## config.mk

```make
export PLATFORM = sky130hd
export DESIGN_NAME = turbo_output_serializer
export DESIGN_NICKNAME = d
export VERILOG_FILES = /design/src/rtl/turbo_output_serializer.sv
export SDC_FILE = /design/constraint.sdc
export NUM_CORES = 1
export LEC_CHECK = 0
export ABC_AREA = 1
export BUFFER_PORTS_ARGS = -buffer_cell sky130_fd_sc_hd__buf_2
export CORE_MARGIN = 2
export CORE_UTILIZATION = 53
export CTS_CLUSTER_SIZE = 12
export DETAILED_ROUTE_END_ITERATION = 8
export GPL_ROUTABILITY_DRIVEN = 0
export PLACE_DENSITY_LB_ADDON = 0.3
export RECOVER_POWER = 50
export SLEW_MARGIN = 10
export SYNTH_ARGS = -nofsm -noshare
export SYNTH_HDL_FRONTEND = slang
export SYNTH_SLANG_ARGS = --single-unit
```

## constraint.sdc

```tcl
create_clock -name clk -period 1.83 [get_ports clk]
set_input_delay 0.4575 -clock clk [delete_from_list [all_inputs] [get_ports clk]]
set_output_delay 0.4575 -clock clk [all_outputs]
set_load 0.02 [all_outputs]
```

## src/rtl/turbo_output_serializer.sv

```systemverilog
// Turbo encoder output stage: one pending frame buffer plus a shift engine that streams sys/par1/par2 MSB first.
// Define PUNCTURE_EN for rate 1/2 output: sys[i], then par1[i] for even k or par2[i] for odd k.
module turbo_output_serializer #(
    parameter int WIDTH = 8
) (
    input  logic             clk,
    input  logic             reset,
    input  logic             in_valid,
    output logic             in_ready,
    input  logic [WIDTH-1:0] sys_in,
    input  logic [WIDTH-1:0] par1_in,
    input  logic [WIDTH-1:0] par2_in,
    output logic             out_valid,
    input  logic             out_ready,
    output logic             out_bit,
    output logic             out_last,
    output logic             busy
);
    localparam int KW = $clog2(WIDTH);
    localparam logic [KW-1:0] K_MAX = KW'(WIDTH - 1);

    typedef enum logic [1:0] {IDLE = 2'd0, SYS = 2'd1, PAR1 = 2'd2, PAR2 = 2'd3} state_t;

    state_t           state_r, state_s;
    logic [KW-1:0]    k_r, k_s, idx_s;
    logic [WIDTH-1:0] sys_r, par1_r, par2_r, sys_s, par1_s, par2_s;
    logic             pend_full_r, pend_full_s;
    logic [WIDTH-1:0] pend_sys_r, pend_par1_r, pend_par2_r;
    logic [WIDTH-1:0] pend_sys_s, pend_par1_s, pend_par2_s;
    logic             out_valid_r, out_bit_r, out_last_r, busy_r;
    logic             bit_s, last_s;
    logic             handshake_s, finish_s, engine_free_s, in_fire_s;

    assign in_ready      = ~pend_full_r & ~reset;
    assign out_valid     = out_valid_r;
    assign out_bit       = out_bit_r;
    assign out_last      = out_last_r;
    assign busy          = busy_r;
    assign handshake_s   = out_valid_r & out_ready;
    assign finish_s      = handshake_s & out_last_r;
    assign engine_free_s = (state_r == IDLE) | finish_s;
    assign in_fire_s     = in_valid & in_ready;

    // Engine next state: frame routing at end of frame and per-bit FSM advance.
    always_comb begin
        state_s = state_r;
        k_s     = k_r;
        sys_s   = sys_r;
        par1_s  = par1_r;
        par2_s  = par2_r;
        if (finish_s) begin
            k_s = {KW{1'b0}};
            if (pend_full_r) begin
                state_s = SYS;
                sys_s   = pend_sys_r;
                par1_s  = pend_par1_r;
                par2_s  = pend_par2_r;
            end else if (in_fire_s) begin
                state_s = SYS;
                sys_s   = sys_in;
                par1_s  = par1_in;
                par2_s  = par2_in;
            end else begin
                state_s = IDLE;
            end
        end else if (state_r == IDLE) begin
            if (in_fire_s) begin
                state_s = SYS;
                k_s     = {KW{1'b0}};
                sys_s   = sys_in;
                par1_s  = par1_in;
                par2_s  = par2_in;
            end else begin
                state_s = IDLE;
            end
        end else if (handshake_s) begin
            case (state_r)
`ifdef PUNCTURE_EN
                SYS:  state_s = k_r[0] ? PAR2 : PAR1;
                PAR1, PAR2: begin
                    state_s = SYS;
                    k_s     = k_r + KW'(1'b1);
                end
`else
                SYS:  state_s = PAR1;
                PAR1: state_s = PAR2;
                PAR2: begin
                    state_s = SYS;
                    k_s     = k_r + KW'(1'b1);
                end
`endif
                default: state_s = IDLE;
            endcase
        end else begin
            state_s = state_r;
        end
    end

    // Pending buffer: drained by a finishing engine, filled when the engine cannot take the frame.
    always_comb begin
        pend_full_s = pend_full_r;
        pend_sys_s  = pend_sys_r;
        pend_par1_s = pend_par1_r;
        pend_par2_s = pend_par2_r;
        if (finish_s && pend_full_r) begin
            pend_full_s = 1'b0;
        end else if (in_fire_s && !engine_free_s) begin
            pend_full_s = 1'b1;
            pend_sys_s  = sys_in;
            pend_par1_s = par1_in;
            pend_par2_s = par2_in;
        end else begin
            pend_full_s = pend_full_r;
        end
    end

    // Output bit and frame-end marker computed from next state so the outputs can be registered.
    always_comb begin
        idx_s = K_MAX - k_s;
        case (state_s)
            SYS:     bit_s = sys_s[idx_s];
            PAR1:    bit_s = par1_s[idx_s];
            PAR2:    bit_s = par2_s[idx_s];
            default: bit_s = 1'b0;
        endcase
`ifdef PUNCTURE_EN
        last_s = ((state_s == PAR1) || (state_s == PAR2)) && (k_s == K_MAX);
`else
        last_s = (state_s == PAR2) && (k_s == K_MAX);
`endif
    end

    // State and output registers.
    always_ff @(posedge clk) begin
        if (reset) begin
            state_r     <= IDLE;
            k_r         <= {KW{1'b0}};
            sys_r       <= {WIDTH{1'b0}};
            par1_r      <= {WIDTH{1'b0}};
            par2_r      <= {WIDTH{1'b0}};
            pend_full_r <= 1'b0;
            pend_sys_r  <= {WIDTH{1'b0}};
            pend_par1_r <= {WIDTH{1'b0}};
            pend_par2_r <= {WIDTH{1'b0}};
            out_valid_r <= 1'b0;
            out_bit_r   <= 1'b0;
            out_last_r  <= 1'b0;
            busy_r      <= 1'b0;
        end else begin
            state_r     <= state_s;
            k_r         <= k_s;
            sys_r       <= sys_s;
            par1_r      <= par1_s;
            par2_r      <= par2_s;
            pend_full_r <= pend_full_s;
            pend_sys_r  <= pend_sys_s;
            pend_par1_r <= pend_par1_s;
            pend_par2_r <= pend_par2_s;
            out_valid_r <= (state_s != IDLE);
            out_bit_r   <= bit_s;
            out_last_r  <= last_s;
            busy_r      <= (state_s != IDLE) | pend_full_s;
        end
    end
endmodule

```

==> impl_metrics.env, run 1 <==
export IMPL_via_count_of_the_first_global_routing_pass=3574
export IMPL_gr_total_overflow=0
export IMPL_cts_clk_slew_worst_paths_ns=0.07
export IMPL_yosysSeqAreaShare_pct=34.9
export IMPL_antenna_cells_inserted=0
export IMPL_nNetsFinal=627
export IMPL_syn_inst=522
export IMPL_setup_worst_path_end_class="flip-flop"
export IMPL_failed_checks="negative setup slack"
export IMPL_yosysWarningCount=0
export IMPL_post_route_cells_drive_above_1_share_pct=23.3
export IMPL_antenna_found_initial=0
export IMPL_worstSkewPairLatency_ns=0.35
export IMPL_die_x_um=83.2
export IMPL_place_hpwl_um=6990
export IMPL_max_cap_violations=0
export IMPL_setup_tns_ns=-0.0366
export IMPL_dieHeight_um=83.2
export IMPL_grt_setup_unrepaired="yes"
export IMPL_leading_cell_type_in_the_layout_fill_and_taps_excluded="sky130_fd_sc_hd__nand2_1"
export IMPL_numCtsBuffers=9
export IMPL_grt_usage_pct=28.6
export IMPL_tritoncts_clock_tree="yes"
export IMPL_crit_path_max_fanout=5
export IMPL_syn_nets=553
export IMPL_cts_buffer_depth=2
export IMPL_powerDensity_nw_per_um2=657
export IMPL_count_of_final_hold_check_violations=0
export IMPL_fin_worst_hold_slack_ns=0.369
export IMPL_row_count=28
export IMPL_cp_slowest_cell="sky130_fd_sc_hd__dfxtp_2"
export IMPL_syn_area_um2=3320
export IMPL_worst_slew_pin_transition_ns=0.395
export IMPL_critical_path_top_delay_family="simple AND/OR/NAND/NOR gates"
export IMPL_ordered_list_of_cells_on_the_worst_path="inv_2 -> ha_4 -> nand3_4 -> buf_4 -> buf_4 -> nand3_1 -> nand2_1 -> nor2_1 -> nor2_1 -> nor2_1 -> nand2_1 -> nand3_1 -> nand3_1 -> nand2_1 -> inv_1"
export IMPL_drt_iter0_markers=274
export IMPL_power_static_leakage_uw=0.00208
export IMPL_mostFrequentLayoutCells="110 x sky130_fd_sc_hd__nand2_1, 89 x sky130_fd_sc_hd__nor2_1, 70 x sky130_fd_sc_hd__nand3_1"
export IMPL_post_synth_cell_area_avg_um2=6.37
export IMPL_clockRootBuffer="sky130_fd_sc_hd__clkbuf_8"
export IMPL_setup_worst_path_start_class="flip-flop"
export IMPL_ir_drop_mv=0.568
export IMPL_finalWirelength_um=9700
export IMPL_hold_path_class="in2reg"
export IMPL_route_detailed_wl_per_inst_um=14.4
export IMPL_postCtsHoldBufs=0
export IMPL_drt_pass1_iter_count=5
export IMPL_worstPathRequired_ns=2.08
export IMPL_period_minus_slack_ns=1.87
export IMPL_pin_count_of_the_biggest_net_entering_global_routing=35
export IMPL_floorplan_core_area_um2=5990
export IMPL_port_buf_inserts=32
export IMPL_final_min_period_over_clock_period_pct=102
export IMPL_timing_final_ws_setup_ns=-0.0366
export IMPL_crit_path_max_incr_delay_ns=0.33
export IMPL_critical_path_arrival_ns=2.11
export IMPL_htreeDepth=3
export IMPL_outcome="complete, but fails checks"
export IMPL_global_route_wire_length_before_repair_um=16200
export IMPL_fillers=506
export IMPL_report_power_total_uw=2760
export IMPL_io_pins=33
export IMPL_ys_seq_elements=58
export IMPL_areaGrowthSynthToFinish_pct=26.1
export IMPL_critPathKind="reg2reg"
export IMPL_start_util_pct=55.5
export IMPL_floorplan_die_area_um2=6920
export IMPL_count_of_antenna_violating_nets_left_after_detailed_routing=0
export IMPL_vias=3741
export IMPL_via_per_inst=5.54
export IMPL_cp_num_buf_inv=4
export IMPL_skew_ns=0.0112
export IMPL_synth_distinct_cells=30
export IMPL_maxSlewViolCount=0
export IMPL_finalSetupViolations=1
export IMPL_remaining_drc_errors=0
export IMPL_cts_sinks=58
export IMPL_clock_fmax_mhz=536
export IMPL_slew_limit_headroom_pct=73.7
==> layout make-up <==
type	instances	area (um^2)	share of cell area, %
Multi-Input combinational cell	390	1910	45.6
Sequential cell	58	1160	27.8
Timing Repair Buffer	90	674	16.1
Inverter	47	179	4.27
Clock buffer	12	155	3.70
Tap cell	75	93.8	2.24
Clock inverter	3	15.0	0.358
==> synth_stat cells <==
library cell                 n  area [um^2]
sky130_fd_sc_hd__a21oi_1    37          185
sky130_fd_sc_hd__a22oi_1     1         7.51
sky130_fd_sc_hd__a31oi_1     8         50.1
sky130_fd_sc_hd__buf_1       1         3.75
sky130_fd_sc_hd__buf_2       7         35.0
sky130_fd_sc_hd__buf_4       3         22.5
sky130_fd_sc_hd__buf_6       5         56.3
sky130_fd_sc_hd__clkbuf_1   11         41.3
sky130_fd_sc_hd__clkinv_1    2         7.51
sky130_fd_sc_hd__dfxtp_1    58         1160
sky130_fd_sc_hd__ha_1        3         37.5
sky130_fd_sc_hd__inv_1      42          158
sky130_fd_sc_hd__inv_2       2         7.51
sky130_fd_sc_hd__inv_4       1         6.26
sky130_fd_sc_hd__nand2_1   114          428
sky130_fd_sc_hd__nand2_2     2         12.5
sky130_fd_sc_hd__nand2_4     1         11.3
sky130_fd_sc_hd__nand2_8     1         20.0
sky130_fd_sc_hd__nand3_1    73          365
sky130_fd_sc_hd__nand3_2     1         10.0
sky130_fd_sc_hd__nand3_4     1         17.5
sky130_fd_sc_hd__nand4_1     7         43.8
sky130_fd_sc_hd__nor2_1     93          349
sky130_fd_sc_hd__nor2_2      4         25.0
sky130_fd_sc_hd__nor2_4      3         33.8
sky130_fd_sc_hd__nor2_8      1         20.0
sky130_fd_sc_hd__nor3_1      1         5.00
sky130_fd_sc_hd__nor4_1      1         6.26
sky130_fd_sc_hd__o211ai_1    3         22.5
sky130_fd_sc_hd__o21ai_0    35          175
==> worst min-delay path, cell delays in order <==
cell and delay (ns):
sky130_fd_sc_hd__buf_2 0.10, sky130_fd_sc_hd__nor2_1 0.05, sky130_fd_sc_hd__nor2_1 0.08
==> path summary, 6_finish.rpt <==
| path | startpoint | endpoint | slack, ns | cells after the start |
|---|---|---|---|---|
| worst max-delay path | state_r[1]$_SDFF_PP0_ | out_bit$_SDFF_PP0_ | -0.04 | 15 |
| worst min-delay path | par2_in[0] | pend_par2_r[0]$_SDFFE_PP0P_ | 0.37 | 3 |
| worst max register to register | state_r[1]$_SDFF_PP0_ | out_bit$_SDFF_PP0_ | -0.04 | 15 |
| worst min register to register | pend_par1_r[6]$_SDFFE_PP0P_ | pend_par1_r[6]$_SDFFE_PP0P_ | 0.46 | 2 |
==> power breakdown <==
group,total [uW],switching [uW],internal [uW]
combinational,383,223,160
clock,1060,508,550
sequential,1310,17.8,1300
==> metrics by stage <==
step                instance area (um^2)  setup WS [ns]  instances  util (%)
floorplan                           3320        0.00169        522         -
global placement                    3910         -0.151        658      65.2
detailed placement                  3910         -0.187        658      65.2
CTS                                 4130        -0.0722        674      69.0
global route                        4190         -0.153        675      70.0
finish                              4190        -0.0366        675      70.0
==> routing by layer <==
metal | wire length, um | GRT usage (%)
met1 | 4120 | 34.5
met4 | 240 | 15.1
met5 | 0 | 0
met3 | 587 | 4.97
met2 | 4750 | 48.5
==> sequential cells by signal, indices dropped and copies added (netlist names), 2 cells and up <==
name / cells
sys_r: 8
k_r: 3
pend_sys_r: 8
state_r: 2
par1_r: 8
par2_r: 8
pend_par1_r: 8
pend_par2_r: 8
==> logic make-up (layout without fill, tap and decap cells) <==
family          after synthesis  in the layout  synth area share [%]
flops                        58             58                  34.9
buf+inv                      74            152                  10.2
fa+ha+maj                     3              3                  1.13
simple gates                303            303                  40.5
compound gates               84             84                  13.2
==> what timing repair did <==
item	CTS	global route
pin swaps	14	19
buffers inserted	1	1
gates cloned	0	0
endpoints found under the setup margin	2	5
gates resized for setup	15	16
(Power assumes the default switching activity.)
==> run 2, diff against run 1 <==
CORE_UTILIZATION = 32   (was 53)
==> run 2 against run 1 <==
The run still ends with negative setup slack left. Total power down 0.75%. Clock skew fell by 0.0059 ns. Flip-flop and latch count is the same. Setup slack worse by 0.093 ns. Fmax down 4.7%. Combinational power increased by 8.4%. Die area up 62%. Final area is 5.3% higher. Highest routed layer unchanged.
==> impl_metrics.env, run 2 (synthesis gave the netlist of run 1 again) <==
export IMPL_worstRegToRegCells=16
export IMPL_power_static_leakage_uw=0.00213
export IMPL_start_util_pct=32.6
export IMPL_via_per_inst=5.02
export IMPL_global_route_wire_length_before_repair_um=17600
export IMPL_ir_drop_mv=0.396
export IMPL_finalSetupViolations=2
export IMPL_dieHeight_um=106
export IMPL_ordered_list_of_cells_on_the_worst_path="inv_2 -> ha_4 -> buf_6 -> nand3_4 -> buf_4 -> buf_4 -> nand3_1 -> nand2_1 -> nor2_2 -> nor2_1 -> nor2_1 -> nand2_1 -> nand3_2 -> nand3_2 -> nand2_1 -> inv_1"
export IMPL_timing_final_ws_setup_ns=-0.130
export IMPL_final_min_period_over_clock_period_pct=107
export IMPL_placed_area_um2=4030
export IMPL_report_power_total_uw=2730
export IMPL_count_of_final_hold_check_violations=0
export IMPL_fin_cells=751
export IMPL_mostFrequentLayoutCells="107 x sky130_fd_sc_hd__nand2_1, 87 x sky130_fd_sc_hd__nor2_1, 68 x sky130_fd_sc_hd__nand3_1"
export IMPL_remaining_drc_errors=0
export IMPL_hold_path_class="in2reg"
export IMPL_dpl_worst_slack_ns=-0.370
export IMPL_post_route_cells_drive_above_1_share_pct=26.0
export IMPL_leading_cell_type_in_the_layout_fill_and_taps_excluded="sky130_fd_sc_hd__nand2_1"
export IMPL_cp_slowest_cell="sky130_fd_sc_hd__dfxtp_2"
export IMPL_cts_buffer_depth=2
export IMPL_worst_slew_pin_transition_ns=0.412
export IMPL_antenna_found_initial=0
export IMPL_cell_depth_of_the_worst_min_delay_path=3
export IMPL_place_hpwl_um=7440
export IMPL_vias=3770
export IMPL_clock_fmax_mhz=510
export IMPL_port_buf_inserts=32
export IMPL_io_pins=33
export IMPL_setup_worst_path_end_class="flip-flop"
export IMPL_skew_ns=0.00529
export IMPL_worstSkewPairLatency_ns=0.34
export IMPL_tritoncts_clock_tree="yes"
export IMPL_crit_path_frequent_cell="sky130_fd_sc_hd__nand2_1"
export IMPL_slew_limit_headroom_pct=72.6
export IMPL_gr_total_overflow=0
export IMPL_setup_worst_path_start_class="flip-flop"
export IMPL_final_area_um2=4420
export IMPL_route_detailed_wl_per_inst_um=14.2
export IMPL_htreeDepth=3
export IMPL_cts_clk_slew_worst_paths_ns=0.06
export IMPL_period_minus_slack_ns=1.96
export IMPL_outcome="complete, but fails checks"
export IMPL_max_cap_violations=0
export IMPL_floorplan_core_area_um2=10200
export IMPL_drt_iter0_markers=262
export IMPL_areaGrowthSynthToFinish_pct=32.8
export IMPL_maxSlewViolCount=0
export IMPL_row_count=37
export IMPL_critical_path_top_delay_family="simple AND/OR/NAND/NOR gates"
export IMPL_finalWirelength_um=10700
export IMPL_critPathKind="reg2reg"
export IMPL_powerDensity_nw_per_um2=619
export IMPL_via_count_of_the_first_global_routing_pass=3596
export IMPL_failed_checks="negative setup slack"
export IMPL_antenna_cells_inserted=0
export IMPL_postCtsHoldBufs=0
export IMPL_floorplan_die_area_um2=11200
export IMPL_cell_count_after_placement=727
export IMPL_drt_pass1_iter_count=5
export IMPL_setup_tns_ns=-0.188
export IMPL_pin_count_of_the_biggest_net_entering_global_routing=35
export IMPL_crit_path_max_incr_delay_ns=0.33
export IMPL_grt_usage_pct=20.0
export IMPL_count_of_antenna_violating_nets_left_after_detailed_routing=0
export IMPL_worstPathRequired_ns=2.08
export IMPL_numCtsBuffers=9
export IMPL_clockRootBuffer="sky130_fd_sc_hd__clkbuf_8"
export IMPL_cp_num_buf_inv=5
export IMPL_worst_path_stages=16
export IMPL_crit_path_max_fanout=5
export IMPL_die_x_um=106
export IMPL_nNetsFinal=643
export IMPL_critical_path_arrival_ns=2.21
export IMPL_grt_setup_unrepaired="yes"
export IMPL_cts_sinks=58
## run 2: stage by stage
step / utilization, % / hold slack (ns)
after floorplan: - / 0.430
after global placement: 39.6 / 0.444
after detailed placement: 39.6 / 0.446
after CTS: 42.8 / 0.361
after global routing: 43.4 / 0.374
final: 43.4 / 0.371
## run 2: cell type report
type                    count  area [um^2]
clock buffers              14          153
fillers                  1100         5770
inverters                  47          189
multi-input cells         390         1950
flip-flops and latches     58         1160
well taps                 136          170
repair buffers            106          792
## run 2: path summary, 6_finish.rpt
check                        startpoint                         end  slack, ns
max               state_r[0]$_SDFF_PP0_          out_bit$_SDFF_PP0_      -0.13
min                           sys_in[0]  pend_sys_r[0]$_SDFFE_PP0P_       0.37
max reg2reg       state_r[0]$_SDFF_PP0_          out_bit$_SDFF_PP0_      -0.13
min reg2reg  pend_sys_r[3]$_SDFFE_PP0P_  pend_sys_r[3]$_SDFFE_PP0P_       0.45
## run 2: metal layers
| metal | up-vias | global-route usage [%] | routed length (um) |
|---|---|---|---|
| li1 | 1884 | - | - |
| met5 | - | 0 | 0 |
| met3 | 30 | 3.68 | 585 |
| met1 | 1736 | 25.6 | 4840 |
| met2 | 120 | 33.4 | 4940 |
| met4 | 0 | 7.71 | 293 |
## run 2: worst register-to-register path, stage by stage, from the launching register on
cell and delay [ns]:
sky130_fd_sc_hd__dfxtp_2 0.33, sky130_fd_sc_hd__inv_2 0.07, sky130_fd_sc_hd__ha_4 0.16, sky130_fd_sc_hd__buf_6 0.11, sky130_fd_sc_hd__nand3_4 0.14, sky130_fd_sc_hd__buf_4 0.18
sky130_fd_sc_hd__buf_4 0.14, sky130_fd_sc_hd__nand3_1 0.07, sky130_fd_sc_hd__nand2_1 0.08, sky130_fd_sc_hd__nor2_2 0.13, sky130_fd_sc_hd__nor2_1 0.05, sky130_fd_sc_hd__nor2_1 0.12
sky130_fd_sc_hd__nand2_1 0.08, sky130_fd_sc_hd__nand3_2 0.06, sky130_fd_sc_hd__nand3_2 0.07, sky130_fd_sc_hd__nand2_1 0.05, sky130_fd_sc_hd__inv_1 0.03
## run 2: report_power, final
part,switching [uW],internal [uW],total [uW]
Clock,490,516,1010
Combinational,239,176,415
Sequential,16.7,1300,1310
Total,746,1990,2730
## run 2: repair_timing
action	in CTS	in global routing
resized for setup	34	14
pin swaps	18	11
gates cloned	0	0
endpoints found under the setup margin	2	14
buffers inserted	8	2
